==> config.mk <==
export PLATFORM = sky130hd
export DESIGN_NAME = tremolo_modulator
export DESIGN_NICKNAME = d
export VERILOG_FILES = /design/src/rtl/audio_pkg.sv /design/src/rtl/tremolo_lfo.sv /design/src/rtl/tremolo_modulator.sv
export SDC_FILE = /design/constraint.sdc
export NUM_CORES = 1
export LEC_CHECK = 0
export ABC_AREA = 1
export BUFFER_PORTS_ARGS = -buffer_cell sky130_fd_sc_hd__buf_2
export CAP_MARGIN = 20
export CORE_MARGIN = 2
export CORE_UTILIZATION = 69
export CTS_CLUSTER_SIZE = 20
export DETAILED_ROUTE_END_ITERATION = 12
export PLACE_DENSITY = 0.95
export SLEW_MARGIN = 20
export SYNTH_ARGS = -nofsm -noshare
export SYNTH_HDL_FRONTEND = slang
export SYNTH_SLANG_ARGS = --single-unit
==> constraint.sdc <==
create_clock -name CLK -period 16.24 [get_ports CLK]
set_clock_uncertainty 0.2 [all_clocks]
set_input_delay 0.812 -clock CLK [delete_from_list [all_inputs] [get_ports CLK]]
set_output_delay 0.812 -clock CLK [all_outputs]
set_load 0.02 [all_outputs]
==> src/rtl/audio_pkg.sv <==
// Shared audio-path definitions: clock rate, sample type and LFO direction codes.
package audio_pkg;

    localparam int unsigned CLK_HZ   = 50_000_000;
    localparam int          DATA_W   = 24;
    localparam int          LFO_BITS = 10;

    typedef logic signed [DATA_W-1:0] sample_t;

    // Triangle direction state: counting down toward 0, or up toward MAX.
    localparam logic [0:0] DIR_DOWN = 1'b0;
    localparam logic [0:0] DIR_UP   = 1'b1;

endpackage

==> src/rtl/tremolo_lfo.sv <==
// Triangle LFO: a phase accumulator produces at most one tick per clock at
// 'frequency' ticks per second; each tick walks the triangle one step.
module tremolo_lfo
    import audio_pkg::*;
#(
    parameter int unsigned CLK_HZ   = audio_pkg::CLK_HZ,
    parameter int          LFO_BITS = audio_pkg::LFO_BITS
) (
    input  logic                CLK,
    input  logic                RESET_N,
    input  logic                hold,
    input  logic [31:0]         frequency,
    output logic                tick,
    output logic [LFO_BITS-1:0] lfo_level
);

    localparam logic [LFO_BITS-1:0] MAX       = '1;
    localparam logic [31:0]         CLK_LIM   = 32'(CLK_HZ);
    localparam logic [32:0]         CLK_LIM33 = 33'(CLK_HZ);

    logic [31:0] acc;
    logic [31:0] freq_c;
    logic [32:0] sum;
    logic [0:0]  dir;

    // Clamp the rate to one tick per clock and decide whether this clock ticks.
    always_comb begin
        freq_c = (frequency > CLK_LIM) ? CLK_LIM : frequency;
        sum    = {1'b0, acc} + {1'b0, freq_c};
        tick   = !hold && (sum >= CLK_LIM33);
    end

    // Accumulator and triangle; hold pins everything at the reset state so
    // re-enabling restarts from full gain.
    always_ff @(posedge CLK or negedge RESET_N) begin
        if (!RESET_N) begin
            acc       <= '0;
            lfo_level <= MAX;
            dir       <= DIR_DOWN;
        end else if (hold) begin
            acc       <= '0;
            lfo_level <= MAX;
            dir       <= DIR_DOWN;
        end else begin
            acc <= tick ? 32'(sum - CLK_LIM33) : sum[31:0];
            if (tick) begin
                if (dir == DIR_DOWN) begin
                    if (lfo_level == '0) begin
                        dir       <= DIR_UP;
                        lfo_level <= LFO_BITS'(1);
                    end else begin
                        lfo_level <= lfo_level - LFO_BITS'(1);
                    end
                end else begin
                    if (lfo_level == MAX) begin
                        dir       <= DIR_DOWN;
                        lfo_level <= MAX - LFO_BITS'(1);
                    end else begin
                        lfo_level <= lfo_level + LFO_BITS'(1);
                    end
                end
            end
        end
    end

endmodule

==> src/rtl/tremolo_modulator.sv <==
// Tremolo: scales each codec sample by a gain derived from the triangle LFO.
// Fixed two-clock latency, one sample accepted per clock.
//
// Handshake: in_valid is a one-clock strobe marking in_sample as valid; there
// is no ready (the codec cannot be stalled). out_valid is a one-clock strobe
// exactly two clocks after the matching in_valid; out_sample holds between
// strobes.
module tremolo_modulator
    import audio_pkg::*;
#(
    parameter int unsigned CLK_HZ      = audio_pkg::CLK_HZ,
    parameter int          DATA_W      = audio_pkg::DATA_W,
    parameter int          LFO_BITS    = audio_pkg::LFO_BITS,
    parameter int          DEPTH_SHIFT = 0
) (
    input  logic                     CLK,
    input  logic                     RESET_N,
    input  logic                     disabled,
    input  logic [31:0]              frequency,
    input  logic                     in_valid,
    input  logic signed [DATA_W-1:0] in_sample,
    output logic                     out_valid,
    output logic signed [DATA_W-1:0] out_sample,
    output logic [LFO_BITS-1:0]      lfo_level
);

    localparam int                  PROD_W = DATA_W + LFO_BITS + 1;
    localparam logic [LFO_BITS-1:0] MAX    = '1;

    logic                     lfo_tick;
    logic [LFO_BITS-1:0]      gain;
    logic                     s1_valid;
    logic                     s1_bypass;
    logic signed [DATA_W-1:0] s1_sample;
    logic [LFO_BITS-1:0]      s1_gain;
    logic signed [PROD_W-1:0] prod;
    logic signed [DATA_W-1:0] scaled;

    tremolo_lfo #(
        .CLK_HZ   (CLK_HZ),
        .LFO_BITS (LFO_BITS)
    ) u_lfo (
        .CLK       (CLK),
        .RESET_N   (RESET_N),
        .hold      (disabled),
        .frequency (frequency),
        .tick      (lfo_tick),
        .lfo_level (lfo_level)
    );

    // Gain: depth shift shrinks the dip below MAX; gain stays under 2^LFO_BITS
    // so the rescaled product always fits back into DATA_W.
    always_comb begin
        gain   = MAX - ((MAX - lfo_level) >> DEPTH_SHIFT);
        prod   = PROD_W'(s1_sample) * PROD_W'($signed({1'b0, s1_gain}));
        scaled = DATA_W'(prod >>> LFO_BITS);
    end

    // Stage 1: capture the sample with the gain (or bypass flag) current at arrival.
    always_ff @(posedge CLK or negedge RESET_N) begin
        if (!RESET_N) begin
            s1_valid  <= 1'b0;
            s1_bypass <= 1'b0;
            s1_sample <= '0;
            s1_gain   <= '0;
        end else begin
            s1_valid <= in_valid;
            if (in_valid) begin
                s1_sample <= in_sample;
                s1_gain   <= gain;
                s1_bypass <= disabled;
            end
        end
    end

    // Stage 2: multiply/rescale or pass through; output register holds between strobes.
    always_ff @(posedge CLK or negedge RESET_N) begin
        if (!RESET_N) begin
            out_valid  <= 1'b0;
            out_sample <= '0;
        end else begin
            out_valid <= s1_valid;
            if (s1_valid) begin
                out_sample <= s1_bypass ? s1_sample : scaled;
            end
        end
    end

endmodule
======== After elaboration in Yosys (flattened, before gate mapping) ========
Index checks and enable logic that the tools add are counted.
operators by class
  $add $sub $neg .......................... 6
  multiply operators ...................... 1
  $lt $le $gt $ge ......................... 2
  equal/unequal tests ..................... 1
  muxes and demuxes ....................... 14
  reductions and logical operators ........ 4
operators by type and width
  cell                                                                                   number
  32-bit 2-to-1 mux                                                                      3
  10-bit 2-to-1 mux                                                                      5
  24-bit by 11-bit multiplier with 34-bit output                                         1
  32-bit by 32-bit adder with 33-bit output                                              1
  33-bit by 26-bit greater-or-equal comparator with 1-bit output, second input constant  1
  32-bit by 26-bit > comparator with 1-bit output, second input constant                 1
  32-bit by 26-bit subtractor with 32-bit output, second input constant                  1
  24-bit 2-to-1 mux                                                                      1
  10-bit subtractor, first input constant                                                2
  10-bit by 1-bit adder with 10-bit output, second input constant                        1
  10-bit equality test, second input constant                                            1
  10-bit logical NOT                                                                     1
  10-bit by 1-bit subtractor with 10-bit output, second input constant                   1
  1-bit 2-to-1 mux                                                                       5
  2-bit nonzero test                                                                     1
  1-bit logical AND                                                                      1
  1-bit logical NOT                                                                      1
storage, ports and cells
  register bits ........................... 104
  word-level logic and storage cells ...... 37

======== Longest topological paths before layout ========
  depth after elaboration ................. 7
  gate-level depth with buffers ........... 34

======== Modules after synthesis ========
From an unflattened synthesis, not the netlist that was laid out.
unflattened totals
  cell total of the unflattened synthesis .. 2,628
  area, all modules ....................... 17,365.4 um^2
by module, submodules not included
  module             instances  cells each  area an instance (um^2)
  tremolo_modulator  1          1,572       11,601.1
  tremolo_lfo        1          1,056       5,764.3

======== Worst setup path after synthesis ========
OpenSTA, ideal clock, no wires.
  path kind ............................... register to register
  start point ............................. register s1_gain[6]
  end point ............................... register out_sample[22]
  library setup time ...................... 0.123 ns
  data arrival time ....................... 5.033 ns
  path slack .............................. 10.884 ns
  stages on the path, launching flop included .. 25
  clock period less this slack ............ 5.356 ns
  cell sequence ........................... dfrtp_1 -> clkbuf_1 -> clkbuf_1 -> nand2_1 -> inv_1 -> fa_1 -> fa_1 -> inv_1 -> fa_1 -> fa_1 -> inv_1 -> fa_1 -> ha_1 -> a21oi_1 -> inv_1 -> a21oi_1 -> inv_1 -> a21oi_1 -> inv_1 -> a221oi_1 -> nand2_1 -> nand2_1 -> nand2_1 -> o21ai_0 -> nand2_1
between the ends
  longest elaborated chain between the ends .. 2
RTL lines
  what                                            line                     source
  start, declared                                 tremolo_modulator.sv:35  logic [LFO_BITS-1:0] s1_gain;
  start signal, assigned                          tremolo_modulator.sv:70  s1_gain <= gain;
  24-bit by 11-bit multiplier with 34-bit output  tremolo_modulator.sv:55  prod = PROD_W'(s1_sample) * PROD_W'($signed({1'b0, s1_gain}));
  24-bit 2-to-1 mux                               tremolo_modulator.sv:84  out_sample <= s1_bypass ? s1_sample : scaled;
  end signal, assigned                            tremolo_modulator.sv:84
  end, declared                                   tremolo_modulator.sv:23  output logic signed [DATA_W-1:0] out_sample,
No other way between the ends.
A chain may end at the register's enable or synchronous reset.

======== Worst setup path in the final report ========
  start point ............................. register s1_gain[7]
  end point ............................... register out_sample[11]
The elaborated chain is that of the path after synthesis.

==> impl_results.md <==
* Critical-path cell list: nand2_1 > fa_1 > fa_1 > inv_1 > fa_1 > inv_1 > fa_1 > inv_1 > fa_1 > ha_1 > a21oi_1 > inv_1 > a21oi_1 > o21ai_0 > or2_2 > nand2_1 > nand2_1 > nand2_1 > nand3_1 > nand2_1 > nand2_1
* Slew HR at between 20% and 30%
* Die X at 161 µm
* Setup Total Neg Slack at 0 ns
* Critical Path End Type: flip-flop
* Largest area contributor in the netlist: fa_1
* Post-CTS sizing at 0
* Post-synthesis cell type count at 45
* CP max-delay cell: dfrtp_1
* Endpoints failing hold at 0
* Cell Area, Synth at between 15000 and 20000 µm²
* EDFF count, synth at 0
* Largest net degree at the start of global routing at between 60 and 70
* Setup ws final at approximately 9.7 ns
* CTS tree: yes
* Fin. max-slew vios at 0
* Initial core utilization at a little over two thirds
* Post-Route WL at about 51000 µm
* FFs w/ async S/R, synth at 100%
* Clock transition at path regs at roughly 0.090 ns
* GP Congestion at 1.04
* Top_reg_cell synth: dfrtp_1
* Count leader, synth: nand2_1
* Actual slew at the worst max-slew pin at 1.14 ns
* Register area share after synthesis at between 15 and 20%
* Synth top cells by count: 748 x nand2_1, 617 x inv_1, 207 x nor2_1
* Post-Syn Instances at ~2500
* Crit path largest cell delay at roughly 1.1 ns
* Bufs on Longest Clock Path at 2
* # IOs at between 90 and 100
* Max_cap viols at 0
* Placed cell area at 17500 µm²
* Total gr overflow at 0
* WP data arrival at 6.60 ns
* Fmax at about 0.15 GHz
* Worst hold path class: input pin to async pin
* Routed vias/inst at approximately 5.7
* Starting DRT DRC Count at between 1500 and 2000
* RSZ-0062 raised after global routing: false
* Die height at roughly 160 µm
* IO Port Bufs at 94
* Final setup fails at 0
* Clk sinks at ~100
* Total GRT Usage at 41.1%
* N_diodes at 0
* Synth Area per Inst at between 6 and 7 µm²
* Buf+Inv Stages, Crit Path at 4
* First-pass GRT wire length at about 84000 µm
* Critical-path maximum fanout at 25
* Cell mode on critical path: nand2_1
* Synth area leaders: fa_1 24%, nand2_1 17%, dfrtp_1 14%, inv_1 14%, ha_1 7.9%
* Routed len/inst at ~18 µm
* DRC viols at 0
* Core area at roughly 24000 µm²
* DP HPWL at between 40000 and 50000 µm
* Nets at ~2900
* Initial antenna violation count at 0
* Post-synth top area share at 24.4%
* Tmin final at 6.54 ns
* Post-CTS setup buffers at 0
* Synth warnings at 0
* Critical Path RT at approximately 16 ns
* Number of global-route vias before repair at approximately 17000
* Die ar. at around 26000 µm²
* #FFs+latches synth at around 100
* Category of the critical setup timing path: flip-flop to flip-flop
* Antenna-violating nets left at 0
* Final core occ at 73.8%
* H-tree levels at 3
* Worst slack at placement at between 9 and 10 ns
* Worst skew pair latency at roughly 0.38 ns
* 1st-pass router iterations at 10
* Status: complete, no violations
* CP startpoint kind: flip-flop
* Area Growth Syn to Fin at 5.50%
* Via count at between 15000 and 20000
* CTS buffer count at 9
* Top delay family on crit path: adder cells
* Post-Layout Inst Area at roughly 18000 µm²
* Period Utilization, post-route at 40.3%
* Share of layout cells above drive strength 1 at 5.84%
* Cts hold-fix bufs at 0
* Num rows at 57
* Root buffer cell: clkbuf_16
[cells by family (layout without fill, tap and decap cells)]
family	count (synthesis)	in the layout	share of synthesized area, %
xor gates and xnor gates	30	30	1.55
muxes	4	4	0.266
and+or+nand+nor	1135	1135	27.1
other	1	6	0.0222
DFF	104	104	15.5
adders and majority gates	313	313	32.3
AOI/OAI and AO/OA	241	241	7.55
buffers and inverters	705	737	15.8
[registers in the layout (all words and copies together), names as in the netlist]
signal / flops
out_sample: 24
out_valid: 1
s1_bypass: 1
s1_gain: 10
s1_sample: 24
s1_valid: 1
u_lfo.acc: 32
u_lfo.dir: 1
u_lfo.lfo_level: 10
[cells in the final DEF, fill, tap and decap left out, types with 10 or more instances in the layout]
| master | count |
|---|---|
| a21oi_1 | 127 |
| buf_2 | 93 |
| clkbuf_16 | 10 |
| dfrtp_1 | 94 |
| dfstp_2 | 10 |
| fa_1 | 206 |
| ha_1 | 107 |
| inv_1 | 617 |
| nand2_1 | 748 |
| nand3_1 | 98 |
| nand4_1 | 22 |
| nor2_1 | 207 |
| nor3_1 | 21 |
| o21ai_0 | 84 |
| xor2_1 | 22 |
[metrics by stage]
stage / hold slack [ns] / std cells
2_1_floorplan: 0.220 / 2538
3_3_place_gp: 0.257 / 2878
3_5_place_dp: 0.264 / 2878
4_1_cts: 0.252 / 2894
5_1_grt: 0.265 / 2894
6_report: 0.216 / 2894
[final cells by class]
type	instances	area [µm²]
Multi-Input combinational cell	1729	11700
Fill cell	1904	6330
Sequential cell	104	2620
Inverter	622	2330
Timing Repair Buffer	99	510
Tap cell	324	405
Clock buffer	10	250
Clock inverter	6	80.1
[metal layers]
layer | GRT usage, % | share of wire, % | up-vias | wire length, µm
met4 | 21.4 | 5.8 | 0 | 2970
met3 | 7.52 | 9.2 | 275 | 4690
li1 | - | - | 7590 | -
met2 | 70.8 | 49 | 996 | 24900
met5 | 0 | 0 | - | 0
met1 | 49.5 | 36 | 7701 | 18700
[final timing paths]
check / from / end / slack, ns / depth (start not counted)
min: RESET_N / u_lfo.acc[11] / 0.22 / 1
min in group CLK: out_sample[6] / out_sample[6] / 0.28 / 2
max: s1_gain[7] / out_sample[11] / 9.70 / 21
min reg2reg: out_sample[6] / out_sample[6] / 0.28 / 2
max reg2reg: s1_gain[7] / out_sample[11] / 9.70 / 21
max in group asynchronous: RESET_N / out_sample[13] / 14.37 / 2
Power is not shown: default switching activity piles up to over one toggle a cycle in this logic, so the estimate is an artifact.
